[config.mk]
export PLATFORM = sky130hd
export DESIGN_NAME = wallace_pipelined_multiplier
export DESIGN_NICKNAME = d
export VERILOG_FILES = /design/src/rtl/wallace_mul_pkg.sv /design/src/rtl/wallace_pipelined_multiplier_cells.sv /design/src/rtl/wallace_pipelined_multiplier_cla.sv /design/src/rtl/wallace_pipelined_multiplier.sv
export SDC_FILE = /design/constraint.sdc
export NUM_CORES = 1
export LEC_CHECK = 0
export ABC_CLOCK_PERIOD_IN_PS = 7400
export CAP_MARGIN = 20
export CORE_MARGIN = 1.5
export CORE_UTILIZATION = 40
export DETAILED_ROUTE_END_ITERATION = 16
export REMOVE_ABC_BUFFERS = 1
export SLEW_MARGIN = 0
export SYNTH_ARGS = -nofsm -noshare
export SYNTH_HDL_FRONTEND = slang
export SYNTH_SLANG_ARGS = --single-unit
[constraint.sdc]
create_clock -name clk -period 7.4 [get_ports clk]
set_clock_uncertainty 0.1 [all_clocks]
set_input_delay 0.74 -clock clk [delete_from_list [all_inputs] [get_ports clk]]
set_output_delay 0.74 -clock clk [all_outputs]
set_load 0.03 [all_outputs]
[src/rtl/wallace_mul_pkg.sv]
// Shared sizing helpers for the pipelined Wallace multiplier.
// Optional signed support is enabled by WALLACE_MUL_SIGNED_EN.
package wallace_mul_pkg;

    function automatic int prod_w(input int w);
        return 2 * w;
    endfunction

    function automatic int cla_groups(input int n);
        return (n + 3) / 4;
    endfunction

    function automatic int num_cla_grp(input int w);
        return cla_groups(2 * w);
    endfunction

    // One Wallace layer: every group of three rows becomes two.
    function automatic int wal_next(input int r);
        return 2 * (r / 3) + (r % 3);
    endfunction

    function automatic int wal_rows(input int r0, input int s);
        int r;
        r = r0;
        for (int i = 0; i < s; i++) begin
            r = wal_next(r);
        end
        return r;
    endfunction

    function automatic int wal_stages(input int r0);
        int r;
        int n;
        r = r0;
        n = 0;
        while (r > 2) begin
            r = wal_next(r);
            n++;
        end
        return n;
    endfunction

    function automatic int wal_off(input int r0, input int s);
        int o;
        o = 0;
        for (int i = 0; i < s; i++) begin
            o += wal_rows(r0, i);
        end
        return o;
    endfunction

    function automatic logic [63:0] bw_const(input int w);
        logic [63:0] c;
        c = '0;
        c[w] = 1'b1;
        c[2*w-1] = 1'b1;
        return c;
    endfunction

endpackage

[src/rtl/wallace_pipelined_multiplier_cells.sv]
// Single-bit adder cells shared by the Wallace reduction layers.
// Plain combinational full adder.
module full_adder (
    input  logic a,
    input  logic b,
    input  logic ci,
    output logic s,
    output logic co
);

    assign s  = a ^ b ^ ci;
    assign co = (a & b) | (ci & (a ^ b));

endmodule

[src/rtl/wallace_pipelined_multiplier_cla.sv]
// N-bit carry-lookahead adder: 4-bit lookahead groups,
// group carries rippled between groups, no carry-in/out.
module cla_adder_n
    import wallace_mul_pkg::*;
#(
    parameter int N = 16
) (
    input  logic [N-1:0] a,
    input  logic [N-1:0] b,
    output logic [N-1:0] sum
);

    localparam int NG = cla_groups(N);

    logic [NG-1:0] gcin;

    assign gcin[0] = 1'b0;

    for (genvar g = 0; g < NG; g++) begin : grp
        localparam int LO = 4 * g;
        localparam int GW = (N - LO < 4) ? (N - LO) : 4;

        logic [GW-1:0] gg;
        logic [GW-1:0] pg;
        logic [GW-1:0] cc;
        logic [GW-1:0] gl;

        assign gg = a[LO+:GW] & b[LO+:GW];
        assign pg = a[LO+:GW] ^ b[LO+:GW];
        assign gl = {gg[GW-2:0], gcin[g]};

        // Bit k carry: any lower generate propagated through to k.
        always_comb begin
            logic t;
            cc = '0;
            t  = 1'b0;
            for (int k = 0; k < GW; k++) begin
                for (int j = 0; j <= k; j++) begin
                    t = gl[j];
                    for (int m = j; m < k; m++) begin
                        t = t & pg[m];
                    end
                    cc[k] = cc[k] | t;
                end
            end
        end

        assign sum[LO+:GW] = pg ^ cc;

        if (g < NG - 1) begin : gco
            logic gen;
            logic prp;

            always_comb begin
                logic t;
                gen = 1'b0;
                t   = 1'b0;
                for (int j = 0; j < GW; j++) begin
                    t = gg[j];
                    for (int m = j + 1; m < GW; m++) begin
                        t = t & pg[m];
                    end
                    gen = gen | t;
                end
            end

            assign prp = &pg;
            assign gcin[g+1] = gen | (prp & gcin[g]);
        end
    end

endmodule

[src/rtl/wallace_pipelined_multiplier.sv]
// Three-stage WIDTHxWIDTH Wallace multiplier with valid/ready and tag.
// Define WALLACE_MUL_SIGNED_EN to add in_signed (Baugh-Wooley).
module wallace_pipelined_multiplier
    import wallace_mul_pkg::*;
#(
    parameter int WIDTH = 8,
    parameter int TAG_W = 4
) (
    input  logic               clk,
    input  logic               rst_n,
    input  logic               in_valid,
    output logic               in_ready,
    input  logic [WIDTH-1:0]   in_a,
    input  logic [WIDTH-1:0]   in_b,
    input  logic [TAG_W-1:0]   in_tag,
`ifdef WALLACE_MUL_SIGNED_EN
    input  logic               in_signed,
`endif
    output logic               out_valid,
    input  logic               out_ready,
    output logic [2*WIDTH-1:0] out_product,
    output logic [TAG_W-1:0]   out_tag
);

    localparam int PW = prod_w(WIDTH);
`ifdef WALLACE_MUL_SIGNED_EN
    localparam int R0 = WIDTH + 1;
`else
    localparam int R0 = WIDTH;
`endif
    localparam int NST = wal_stages(R0);
    localparam int FO  = wal_off(R0, NST);
    localparam int TOT = FO + 2;
    localparam logic [63:0] BWC = bw_const(WIDTH);

    logic advance;

    assign advance  = !out_valid | out_ready;
    assign in_ready = advance;

    logic             v1;
    logic [TAG_W-1:0] t1;
    logic [WIDTH-1:0] pp1  [WIDTH];
    logic [WIDTH-1:0] pp_n [WIDTH];

`ifdef WALLACE_MUL_SIGNED_EN
    logic sg1;

    // Baugh-Wooley: terms with exactly one MSB operand are inverted.
    always_comb begin
        for (int i = 0; i < WIDTH; i++) begin
            for (int j = 0; j < WIDTH; j++) begin
                pp_n[i][j] = (in_a[j] & in_b[i])
                           ^ (in_signed
                              & ((i == WIDTH - 1) != (j == WIDTH - 1)));
            end
        end
    end
`else
    always_comb begin
        for (int i = 0; i < WIDTH; i++) begin
            for (int j = 0; j < WIDTH; j++) begin
                pp_n[i][j] = in_a[j] & in_b[i];
            end
        end
    end
`endif

    always_ff @(posedge clk or negedge rst_n) begin
        if (!rst_n) begin
            v1  <= 1'b0;
            t1  <= '0;
            pp1 <= '{default: '0};
`ifdef WALLACE_MUL_SIGNED_EN
            sg1 <= 1'b0;
`endif
        end else if (advance) begin
            v1  <= in_valid;
            t1  <= in_tag;
            pp1 <= pp_n;
`ifdef WALLACE_MUL_SIGNED_EN
            sg1 <= in_signed;
`endif
        end
    end

    logic [PW-1:0] tr [TOT];

    for (genvar i = 0; i < WIDTH; i++) begin : row0
        assign tr[i] = PW'(pp1[i]) << i;
    end

`ifdef WALLACE_MUL_SIGNED_EN
    assign tr[WIDTH] = sg1 ? BWC[PW-1:0] : '0;
`endif

    for (genvar s = 0; s < NST; s++) begin : lvl
        localparam int R  = wal_rows(R0, s);
        localparam int IO = wal_off(R0, s);
        localparam int OO = wal_off(R0, s + 1);
        localparam int NG = R / 3;

        for (genvar q = 0; q < NG; q++) begin : csa
            logic [PW-1:0] x;
            logic [PW-1:0] y;
            logic [PW-1:0] z;
            logic [PW-1:0] sm;
            logic [PW-2:0] cy;

            assign x = tr[IO+3*q];
            assign y = tr[IO+3*q+1];
            assign z = tr[IO+3*q+2];

            for (genvar c = 0; c < PW - 1; c++) begin : col
                full_adder u_fa (
                    .a  (x[c]),
                    .b  (y[c]),
                    .ci (z[c]),
                    .s  (sm[c]),
                    .co (cy[c])
                );
            end

            // Carry out of the top column falls beyond the product.
            assign sm[PW-1] = x[PW-1] ^ y[PW-1] ^ z[PW-1];

            assign tr[OO+2*q]   = sm;
            assign tr[OO+2*q+1] = {cy, 1'b0};
        end

        for (genvar k = 0; k < R % 3; k++) begin : pass
            assign tr[OO+2*NG+k] = tr[IO+3*NG+k];
        end
    end

    logic             v2;
    logic [TAG_W-1:0] t2;
    logic [PW-1:0]    r2s;
    logic [PW-1:0]    r2c;

    always_ff @(posedge clk or negedge rst_n) begin
        if (!rst_n) begin
            v2  <= 1'b0;
            t2  <= '0;
            r2s <= '0;
            r2c <= '0;
        end else if (advance) begin
            v2  <= v1;
            t2  <= t1;
            r2s <= tr[FO];
            r2c <= tr[FO+1];
        end
    end

    logic [PW-1:0] sum3;

    cla_adder_n #(
        .N (PW)
    ) u_cla (
        .a   (r2s),
        .b   (r2c),
        .sum (sum3)
    );

    always_ff @(posedge clk or negedge rst_n) begin
        if (!rst_n) begin
            out_valid   <= 1'b0;
            out_product <= '0;
            out_tag     <= '0;
        end else if (advance) begin
            out_valid   <= v2;
            out_product <= sum3;
            out_tag     <= t2;
        end
    end

endmodule

After elaboration in Yosys (flattened, before gate mapping) --
Index checks and enable logic that the tools add are counted.
Storage, ports and cells: word-level logic and storage cells 357, memories 0, bits in latches 0, ROM bits 0, bits of input ports 24, bits in registers 121, output and inout port bits 22, bits in writable memories 0
Operators by class: $lt $le $gt $ge 0, reduce and logical (&&, ||, !) cells 2, multipliers 0, div/mod/pow operators 0, mux-type cells 0, add/subtract/negate cells 0, shifts and indexed selects 0, bitwise operators 338, equality and inequality tests 0
Operators with widths (number):
- $and A1 B1 Y1 | 177
- $xor A1 B1 Y1 | 91
- $or A1 B1 Y1 | 61
- $xor A4 B4 Y4 | 5
- $and A4 B4 Y4 | 2
- $reduce_and A4 Y1 | 1
- $xor A3 B4 Y4 | 1
- $and A3 B3 Y3 | 1
- $logic_not A1 Y1 | 1

Logic depth before layout (Yosys ltp) --
Gate-level depths: netlist of the first run.
depth after elaboration 16, depth in mapped cells 9, mapped depth without buffers 9

By module --
A second synthesis of the first run with hierarchy kept.
Second synthesis, totals: cell total of the unflattened synthesis 705, area, all modules 7342.0 um^2
Modules (own cells, without submodules):
- wallace_pipelined_multiplier | area each 4953.5 um^2, cells each 550, times used 1, sequential area each 3153.0 um^2
- full_adder | area each 20.0 um^2, cells each 1, times used 90, sequential area each 0.0 um^2
- cla_adder_n | area each 586.8 um^2, cells each 65, times used 1, sequential area each 0.0 um^2

Worst setup path after synthesis of the first run --
Ideal clock, no wire load.
path kind reg-to-reg, start reg pp1 (netlist bit lvl[0].csa[1].z[9]), end reg r2s[9], period minus slack after synthesis 2.838 ns, arrival 2.617 ns, buffers on the path 0, required time 7.178 ns, slack 4.562 ns, setup time 0.122 ns, cell stages (with the launch flop) 9, path through dfrtp_1 fa_1 inv_1 fa_1 inv_1 fa_1 inv_1 fa_1 a21oi_2
On the way: longest elaborated chain between the ends 6
RTL lines:
- start, declared | RTL line wallace_pipelined_multiplier.sv:43 | logic [WIDTH-1:0] pp1 [WIDTH];
- start signal, assigned | RTL line wallace_pipelined_multiplier.sv:80 | pp1 <= pp_n;
- $xor A1 B1 Y1 (6 in series) | RTL line wallace_pipelined_multiplier_cells.sv:11 | assign s = a ^ b ^ ci;
- end signal, assigned | RTL line wallace_pipelined_multiplier.sv:150 | r2s <= tr[FO];
- end, declared | RTL line wallace_pipelined_multiplier.sv:138 | logic [PW-1:0] r2s;
No other way between the ends. A chain may end at the register's enable or synchronous reset.

Worst setup path in the final report of the first run --
start in out_ready, end out in_ready
On the way: longest elaborated chain between the ends 1
RTL lines:
- start, declared | RTL line wallace_pipelined_multiplier.sv:20 | input logic out_ready,
- $or A1 B1 Y1 | RTL line wallace_pipelined_multiplier.sv:38 | assign advance = !out_valid | out_ready;
- end, declared | RTL line wallace_pipelined_multiplier.sv:12 | output logic in_ready,
No other way between the ends.

==> reports/results.ini, run 1 <==
[synth]
synth_cells=643
synth_fa_ha_area_share_pct=18.49
synth-simple-area-share_pct=21.06
syn-cell-area_mm2=0.006332
synth_top_family_by_area=simple AND/OR/NAND/NOR gates
ys_types=30
seq_area_frac_synth_pct=47.82
synth_compound_area_share_pct=4.110
muxShareOfSynthArea_pct=0
avgSynthCellArea_um2=9.848
synth_xor_area_share_pct=0.4149
ys_warn_count=0
synth-seq-cells=121

[floorplan]
start_util_pct=41.35
rows=45
floorplan.die_area_mm2=0.01659
core-area_mm2=0.01531
io_pins=46
die_y_um=128.8
die_width_um=128.8

[grt]
grt_usage_pct=16.34
grt_pass1_vias=4389
grt_max_degree=86
antenna_found_initial=0
grt_pass1_wl_um=20880
grt_overflow=0

[routing]
postRouteAntennaNets=0
drt_iter0_drc=258
wl_per_cell_um=13.65
wirelength_um=12180
vias=4235
drc=0
drtPass1Iterations=7
vias_per_cell=4.748

[layout]
final_nets=761
layout-drive-gt1-share_pct=7.783
final_cell_mix=nand2_1, dfrtp_1, nand3_1, inv_1, clkdlybuf4s50_1
diodes=0
synthToLayoutAreaGrowth_pct=15.25
finalNonFillerCells=892
layout.cells.most_common=nand2_1
fin_area_mm2=0.007298

[timing]
tightest_slew_ns=0.9445
setup_viol=0
rsz0062_at_grt=no
fin_crit_sh_pct=53.47
finalHoldViolCount=0
max-slew-margin-rel_pct=37.03
slew_viol_final=0
fmaxAchievable_mhz=252.7
fin_tns_setup_ns=0
finalCriticalPeriod_ns=3.957

[worst_setup_path]
slowest_delay_ns=0.83
cp_common_cell=clkdlybuf4s50_1
path_max_fanout=85
slowest_stage=clkdlybuf4s50_1
setup.worst_path.class=in -> out
reg2reg_to=r2s[7]
end_kind=primary output
rrSetupSlack_ns=4.43
crit_chain=clkdlybuf4s50_1 > nor2b_4 > buf_4 > inv_4 > clkdlybuf4s50_1
start_kind=primary input
cp_data_required_time_ns=6.56
reg2reg_depth=8
r2r_start=lvl[0].csa[0].z[7]
worstPathArrival_ns=3.12

[min_path]
min_path_type=in -> async

[clock_tree]
holdBufCountCts=0
cts_setup_buffers=0
cts_max_path_buffers=2
cts_tree=done
cts-buffers-inserted=17
htree_levels=4
cts.repair.resized=0
clk_latency_ns=0.41
clkTransAtPathRegs_ns=0.05
cts_num_sinks=121
cts-root-buf=clkbuf_16

[power_and_ir_drop]
power_density_mw_per_mm2=396.2
power_leakage_nw=3.676
ir_drop_v=0.0001699

[run_status]
status=completed

[job]
drv_cap=0

[placed_design]
dp_hpwl_um=7957
post_dp_cell_area_mm2=0.006751
post-place-cells=860
port_buffers=45
gp_congestion=0.7581

-- worst max path at each step --
stage | startpoint | endpoint | slack, ns | cells past startpoint
2_1_floorplan | out_ready | in_ready | 3.85 | 2
3_3_place_gp | out_ready | in_ready | 3.45 | 5
3_5_place_dp | out_ready | in_ready | 3.43 | 5
4_1_cts | out_ready | in_ready | 3.44 | 5
5_1_grt | out_ready | in_ready | 3.30 | 5
6_report | out_ready | in_ready | 3.44 | 5
-- cell families after synthesis --
kind of cell | count (synthesis)
xor gates and xnor gates | 3
AOI/OAI and AO/OA | 40
DFF | 121
adders and majority gates | 69
and+or+nand+nor | 317
buffers and inverters | 93
-- cell type report --
cell class	instances	area [µm²]
multi-input combinational	429	2791
clock buffer	25	505.5
timing repair buffer	49	478.0
fill	1476	8016
sequential	121	3028
clock inverter	7	41.29
inverter	50	190.2
tap	211	264.0
-- registers in the layout, indices dropped and copies added, names as in the netlist --
signal and flops:
lvl.csa.x 16, lvl.csa.y 24, lvl.csa.z 24, out_product 16, out_tag 4, out_valid 1
r2c 11, r2s 15, t1 4, t2 4, v1 1, v2 1
-- critical path: cells and delay by family --
kind	cells	cell delay, ns
buffers and inverters	4	2.28
and+or+nand+nor	1	0.04
-- synth_stat cells --
cell type,count,area share (%)
inv_4,1,0.099
nand2b_1,3,0.30
buf_2,20,1.6
a21oi_1,3,0.24
nor2_2,8,0.79
or4_1,1,0.12
o211ai_1,2,0.24
nor4_1,1,0.099
dfrtp_1,121,48
a21oi_2,8,1.1
clkbuf_1,2,0.12
fa_1,41,13
buf_6,12,2.1
buf_4,8,0.95
o31ai_1,2,0.24
nand2_1,232,14
buf_12,1,0.32
or2_2,1,0.099
ha_1,28,5.5
o21ai_1,12,0.95
nor3_1,2,0.16
nor2b_4,1,0.22
o21ai_0,5,0.40
o21a_1,6,0.71
and3b_1,2,0.28
inv_1,49,2.9
xnor2_1,3,0.42
a211oi_1,2,0.24
nand3_1,64,5.1
nand4_1,2,0.20
-- through the flow --
stage,util (%),hold slack [ns],setup WS [ns],power [mW]
after floorplan,-,0.3300,3.853,1.819
final,47.66,0.3032,3.443,2.891
after detailed placement,44.09,0.3538,3.432,2.177
after CTS,47.66,0.3181,3.436,2.948
after global routing,47.66,0.3627,3.301,3.158
after global placement,44.09,0.3419,3.447,2.152
-- power by group --
| part | total, mW | internal, mW | leakage, nW | switching (mW) |
|---|---|---|---|---|
| clock | 0.752 | 0.469 | 0.273 | 0.283 |
| sequential | 0.973 | 0.858 | 1.53 | 0.116 |
| combinational | 1.17 | 0.492 | 1.87 | 0.674 |
| total | 2.89 | 1.82 | 3.68 | 1.07 |
-- per-layer routing --
metal	up-vias	track usage, %	part of all wire (%)
met5	-	0	0
met4	0	7.138	1.8
met3	13	3.950	4.4
met2	84	26.71	50
met1	2079	20.76	44
li1	2059	-	-
Power figures use the tool's default switching activity.
==> inputs of run 2 (changes only) <==
--- a/config.mk
+++ b/config.mk
@@ -5,7 +5,7 @@
 export SDC_FILE = /design/constraint.sdc
 export NUM_CORES = 1
 export LEC_CHECK = 0
-export ABC_CLOCK_PERIOD_IN_PS = 7400
+export ABC_CLOCK_PERIOD_IN_PS = 3810
 export CAP_MARGIN = 20
 export CORE_MARGIN = 1.5
 export CORE_UTILIZATION = 40
==> constraint.sdc (replaced) <==
create_clock -name clk -period 3.81 [get_ports clk]
set_clock_uncertainty 0.1 [all_clocks]
set_input_delay 0.381 -clock clk [delete_from_list [all_inputs] [get_ports clk]]
set_output_delay 0.381 -clock clk [all_outputs]
set_load 0.03 [all_outputs]
==> run 2 against run 1 <==
Effect of this change:
- design area is 1.7% higher
- cell count stayed put
- count of clock-buffer cells in the layout is 3 lower
- critical path depth is 3 higher
- global-route usage is 0.41 points higher
- clock power is 130% higher
- total power is 100% higher
- critical endpoint is now r2s[7]
==> reports/results.ini, run 2 (synthesis gave the netlist of run 1 again) <==
[power_and_ir_drop]
power_leakage_nw=3.729
power_density_mw_per_mm2=798.3
power.total_mw=5.924
ir_drop_v=0.0003454

[layout]
final_cell_mix=nand2_1, dfrtp_1, nand3_1, inv_1, clkdlybuf4s50_1
finalNonFillerCells=892
final_nets=762
layout-drive-gt1-share_pct=7.636
layout.cells.most_common=nand2_1
synthToLayoutAreaGrowth_pct=17.19
diodes=0
fillers=1444
multi_input_area_mm2=0.002791
register_area_mm2=0.003028

[routing]
drt_iter0_drc=322
vias_per_cell=4.811
drtPass1Iterations=4
wl_per_cell_um=13.99
drc=0
wirelength_um=12480
postRouteAntennaNets=0
vias=4291

[worst_setup_path]
worstPathArrival_ns=3.17
reg2reg_depth=8
crit_buf_inv=2
start_kind=flop
reg2reg_to=r2s[7]
slowest_delay_ns=0.56
worstSetupStartpoint=lvl[0].csa[0].z[7]
r2r_start=lvl[0].csa[0].z[7]
crit_chain=fa_1 > inv_1 > fa_1 > fa_1 > inv_1 > fa_1 > nand2_1 > nand2_1
cpLargestDelayFamily=adder cells
slowest_stage=fa_1
setup.worst_path.class=reg -> reg
rrSetupSlack_ns=0.88
path_max_fanout=2
end_kind=flop
cp_common_cell=fa_1
cp_data_required_time_ns=4.05

[grt]
antenna_found_initial=0
grt_usage_pct=16.75
grt_pass1_vias=4458
grt_pass1_wl_um=21580
grt_max_degree=108
grt_overflow=0

[clock_tree]
cts_setup_buffers=0
clk_latency_ns=0.41
cts-root-buf=clkbuf_16
cts.repair.resized=0
cts_tree=done
clkTransAtPathRegs_ns=0.05
cts_num_sinks=121
cts-buffers-inserted=17
holdBufCountCts=1
cts_max_path_buffers=2
htree_levels=4

[timing]
tightest_slew_ns=0.8675
setup_viol=0
fin_crit_sh_pct=76.96
rsz0062_at_grt=no
fin_tns_setup_ns=0
fmaxAchievable_mhz=341.0
slew_viol_final=0
finalHoldViolCount=0
finalCriticalPeriod_ns=2.932
max-slew-margin-rel_pct=42.17

[job]
drv_cap=0

[run_status]
status=completed

[placed_design]
dp_hpwl_um=8166
post-place-cells=860
gp_congestion=0.7752
port_buffers=45

[min_path]
hold_path_depth=2
hp-start=t2[3]
min_path_type=reg -> reg
worstHoldEndpoint=t2[3]

[floorplan]
floorplan.die_area_mm2=0.01659
io_pins=46
start_util_pct=41.35
core-area_mm2=0.01531
rows=45
die_y_um=128.8
die_width_um=128.8

## run 2: routing by layer
metal / share of wire (%) / GRT usage, % / up-vias
met5: 0 / 0 / -
met4: 1.7 / 5.882 / 0
met3: 5.3 / 4.532 / 13
met2: 49 / 26.93 / 95
met1: 44 / 21.94 / 2123
li1: - / - / 2060
## run 2: metrics by stage
step	setup WS [ns]	utilization, %	instance area, µm²	hold WS (ns)
after floorplan	0.6196	-	6010	-0.01459
after global placement	0.8964	44.25	6777	0.3437
after detailed placement	0.8921	44.25	6777	0.3548
after CTS	0.8554	48.46	7421	0.3668
after global routing	0.7638	48.46	7421	0.3844
final	0.8778	48.46	7421	0.3593
## run 2: worst register-to-register path, delay by kind of cell (launching register included)
family        cells  cell delay (ns)
fa+ha+maj         4             2.13
flops             1             0.39
buf+inv           2             0.11
simple gates      2             0.13
## run 2: how the worst max path moves through the flow
stage	depth (start not counted)	slack, ns	endpoint
finish	8	0.88	r2s[7]
global route	8	0.76	r2s[7]
CTS	8	0.86	r2s[7]
detailed placement	8	0.89	r2s[7]
global placement	8	0.90	r2s[9]
floorplan	4	0.62	lvl[0].csa[0].z[9]
## run 2: cell type report
cell class	count	share of cell area, %
sequential	121	40.80
multi-input combinational	429	37.62
timing repair buffer	50	6.913
clock buffer	22	6.255
tap	211	3.558
inverter	50	2.563
clock inverter	9	2.293
## run 2: power by group
| part | internal, mW | switching (mW) |
|---|---|---|
| clock network | 1.19 | 0.540 |
| logic | 0.974 | 1.33 |
| registers | 1.67 | 0.227 |
| total | 3.83 | 2.10 |
==> edit: new RTL, settings of run 2 <==
Build with the macro `WALLACE_MUL_SIGNED_EN` defined.
--- a/src/rtl/wallace_pipelined_multiplier.sv
+++ b/src/rtl/wallace_pipelined_multiplier.sv
@@ -1,5 +1,7 @@
 // Three-stage WIDTHxWIDTH Wallace multiplier with valid/ready and tag.
 // Define WALLACE_MUL_SIGNED_EN to add in_signed (Baugh-Wooley).
+`define WALLACE_MUL_SIGNED_EN
+
 module wallace_pipelined_multiplier
     import wallace_mul_pkg::*;
 #(
Ports: changed (added in_signed); port bits go from 46 to 47. No check against the original RTL was run, so the function may have changed too.
==> edit against run 2 <==
Count of clock-buffer cells in the layout is 2 higher; non-clock buffer count is 2 higher; power is 5.8% higher; final cell count is 5.5% higher; wire length is 4.0% higher; setup slack better by 0.037 ns; sequential cell count is 2 higher; first-iteration DRC count is 30% lower; die area is 3.5% higher; cell area is 3.9% higher; area after synthesis is 3.5% higher; hold slack hardly changed; largest power group unchanged.
==> edit: results (changes against run 2) <==
[outcome]
status=completed  ; unchanged

[worst_setup_path]
crit_fanout=2  ; unchanged
reg2reg_depth=8  ; unchanged
worst-endpoint-arrival_ns=3.15  ; was 3.17 ns
rr_startpoint=lvl[0].csa[0].z[7]  ; unchanged
reg2reg_setup_slack_ns=0.91  ; was 0.88 ns
r2r-end=r2s[7]  ; unchanged

[clocking]
clk_latency_ns=0.42
cts.htree.levels=4  ; unchanged
root_buffer=clkbuf_16  ; unchanged
cts_buffer_depth=2  ; unchanged
cts_made_buffers=17  ; unchanged
postCtsResizedCells=0  ; unchanged
clkTransAtPathRegs_ns=0.06

[route]
wl_per_cell_um=13.8  ; was 14.0 um
vias_per_cell=4.71  ; was 4.81
dr.pass1.iters=5  ; was 4
drt_iter0_drc=225  ; was 322

[sta]
worstMarginPinSlew_ns=0.931  ; was 0.867 ns
hold_viol_final=0  ; unchanged
fin_hold_ws_ns=0.360  ; was 0.359 ns

[global_route]
grtUsageTotal_pct=17.0  ; was 16.8%
grt_start_max_net_pins=124  ; was 108
grt_pass1_vias=4381  ; was 4458
antenna_found_initial=0  ; unchanged
grt_pass1_wl_mm=22.1  ; was 21.6 mm

[power]
leakage_nw=3.94  ; was 3.73 nW
peakVddDrop_v=0.000369  ; was 0.000345 V

[hold_path]
hold_end=out_product[4]  ; was t2[3]
min_path_cells=2  ; unchanged
worstHoldStart=out_product[4]  ; was t2[3]
min_path_type=register to register  ; unchanged

[logic_synthesis]
synthTopCellsByCount=nand2_1 (267), dfrtp_1 (123), nand3_1 (51), inv_1 (46), fa_1 (41)  ; was nand2_1 (232), dfrtp_1 (121), nand3_1 (64), inv_1 (49), fa_1 (41)
yosys_warnings=0  ; unchanged
synth.area.top_cells=dfrtp_1 (47%), nand2_1 (15%), fa_1 (13%)  ; was dfrtp_1 (48%), nand2_1 (14%), fa_1 (13%)
ys_async_sr_fraction_pct=100  ; unchanged
synth_cell_types=29  ; was 30
ys_seq_area_share_pct=46.9  ; was 47.8%

[finish]
nets=815  ; was 762
fillerInstances=1492  ; was 1444
post_route_cells_drive_above_1_share_pct=5.24  ; was 7.64%
diodes=0  ; unchanged

[placed_design]
place_hpwl_mm=8.69  ; was 8.17 mm
place_congestion=0.759  ; was 0.775
io_buffers=46  ; was 45

edit: cell count changes in the layout (fill, tap and decap cells not counted), moves of 6 or more:
cell / change
nand2_1: +35
o21ai_0: +15
xor2_1: +15
nand3_1: -13
o21ai_1: -12
a21oi_2: -8
ha_1: +8
nor2_2: -8
a21oi_1: +6
nor2_1: +6
edit: worst max path at each step:
stage	cells after the start	end	startpoint
final	8	r2s[7]	lvl[0].csa[0].z[7]
after global routing	8	r2s[7]	lvl[0].csa[0].z[7]
after CTS	8	r2s[7]	lvl[0].csa[0].z[7]
after detailed placement	8	r2s[7]	lvl[0].csa[0].z[7]
after global placement	8	r2s[7]	lvl[0].csa[0].z[7]
after floorplan	4	out_product[11]	out_valid
edit: worst max-delay path, cell delays in order (launching register included):
cell	delay [ns]
dfrtp_1	0.40
fa_1	0.55
inv_1	0.06
fa_1	0.50
fa_1	0.54
inv_1	0.05
fa_1	0.52
nand2_1	0.04
nand2_1	0.06
edit: logic make-up after synthesis:
logic type / count (synthesis) / synth area share [%]
AND/OR/NAND/NOR: 335 / 20.7
adder cells (fa/ha/maj): 77 / 19.4
flip-flops: 123 / 46.9
buffers and inverters: 92 / 6.81
AO/OA/AOI/OAI: 41 / 3.61
XOR/XNOR: 19 / 2.54
edit: report_power, final:
| group | internal [mW] | total, mW | switching [mW] |
|---|---|---|---|
| Combinational | 1.07 | 2.57 | 1.50 |
| Sequential | 1.72 | 1.96 | 0.240 |
| Clock | 1.17 | 1.74 | 0.562 |
edit: area by class of cell:
cell class | count | area, um^2 | area share, %
Sequential cell | 123 | 3080 | 39.9
Multi-Input combinational cell | 472 | 3030 | 39.3
Timing Repair Buffer | 52 | 518 | 6.72
Clock buffer | 24 | 502 | 6.51
Tap cell | 216 | 270 | 3.50
Inverter | 47 | 178 | 2.30
Clock inverter | 7 | 135 | 1.75
edit: metal layers:
layer / GRT usage [%] / routed length (um) / vias up
li1: - / - / 2189
met1: 23.7 / 6170 / 2152
met2: 26.0 / 6100 / 69
met3: 3.75 / 459 / 22
met4: 6.53 / 243 / 0
met5: 0 / 0 / -
edit: what timing repair did:
action / in CTS / in global routing
hold buffers: 1 / 0
buffers inserted: 0 / 0
hold endpoints to repair: 4 / 0
edit: stage by stage:
stage / setup WS, ns / std cells / power [mW] / instance area, um^2
finish: 0.914 / 941 / 6.27 / 7710
CTS: 0.892 / 941 / 6.38 / 7710
global placement: 0.915 / 909 / 4.52 / 7070
floorplan: 0.0157 / 642 / 3.77 / 6290
global route: 0.821 / 941 / 6.84 / 7710
detailed placement: 0.904 / 909 / 4.61 / 7070
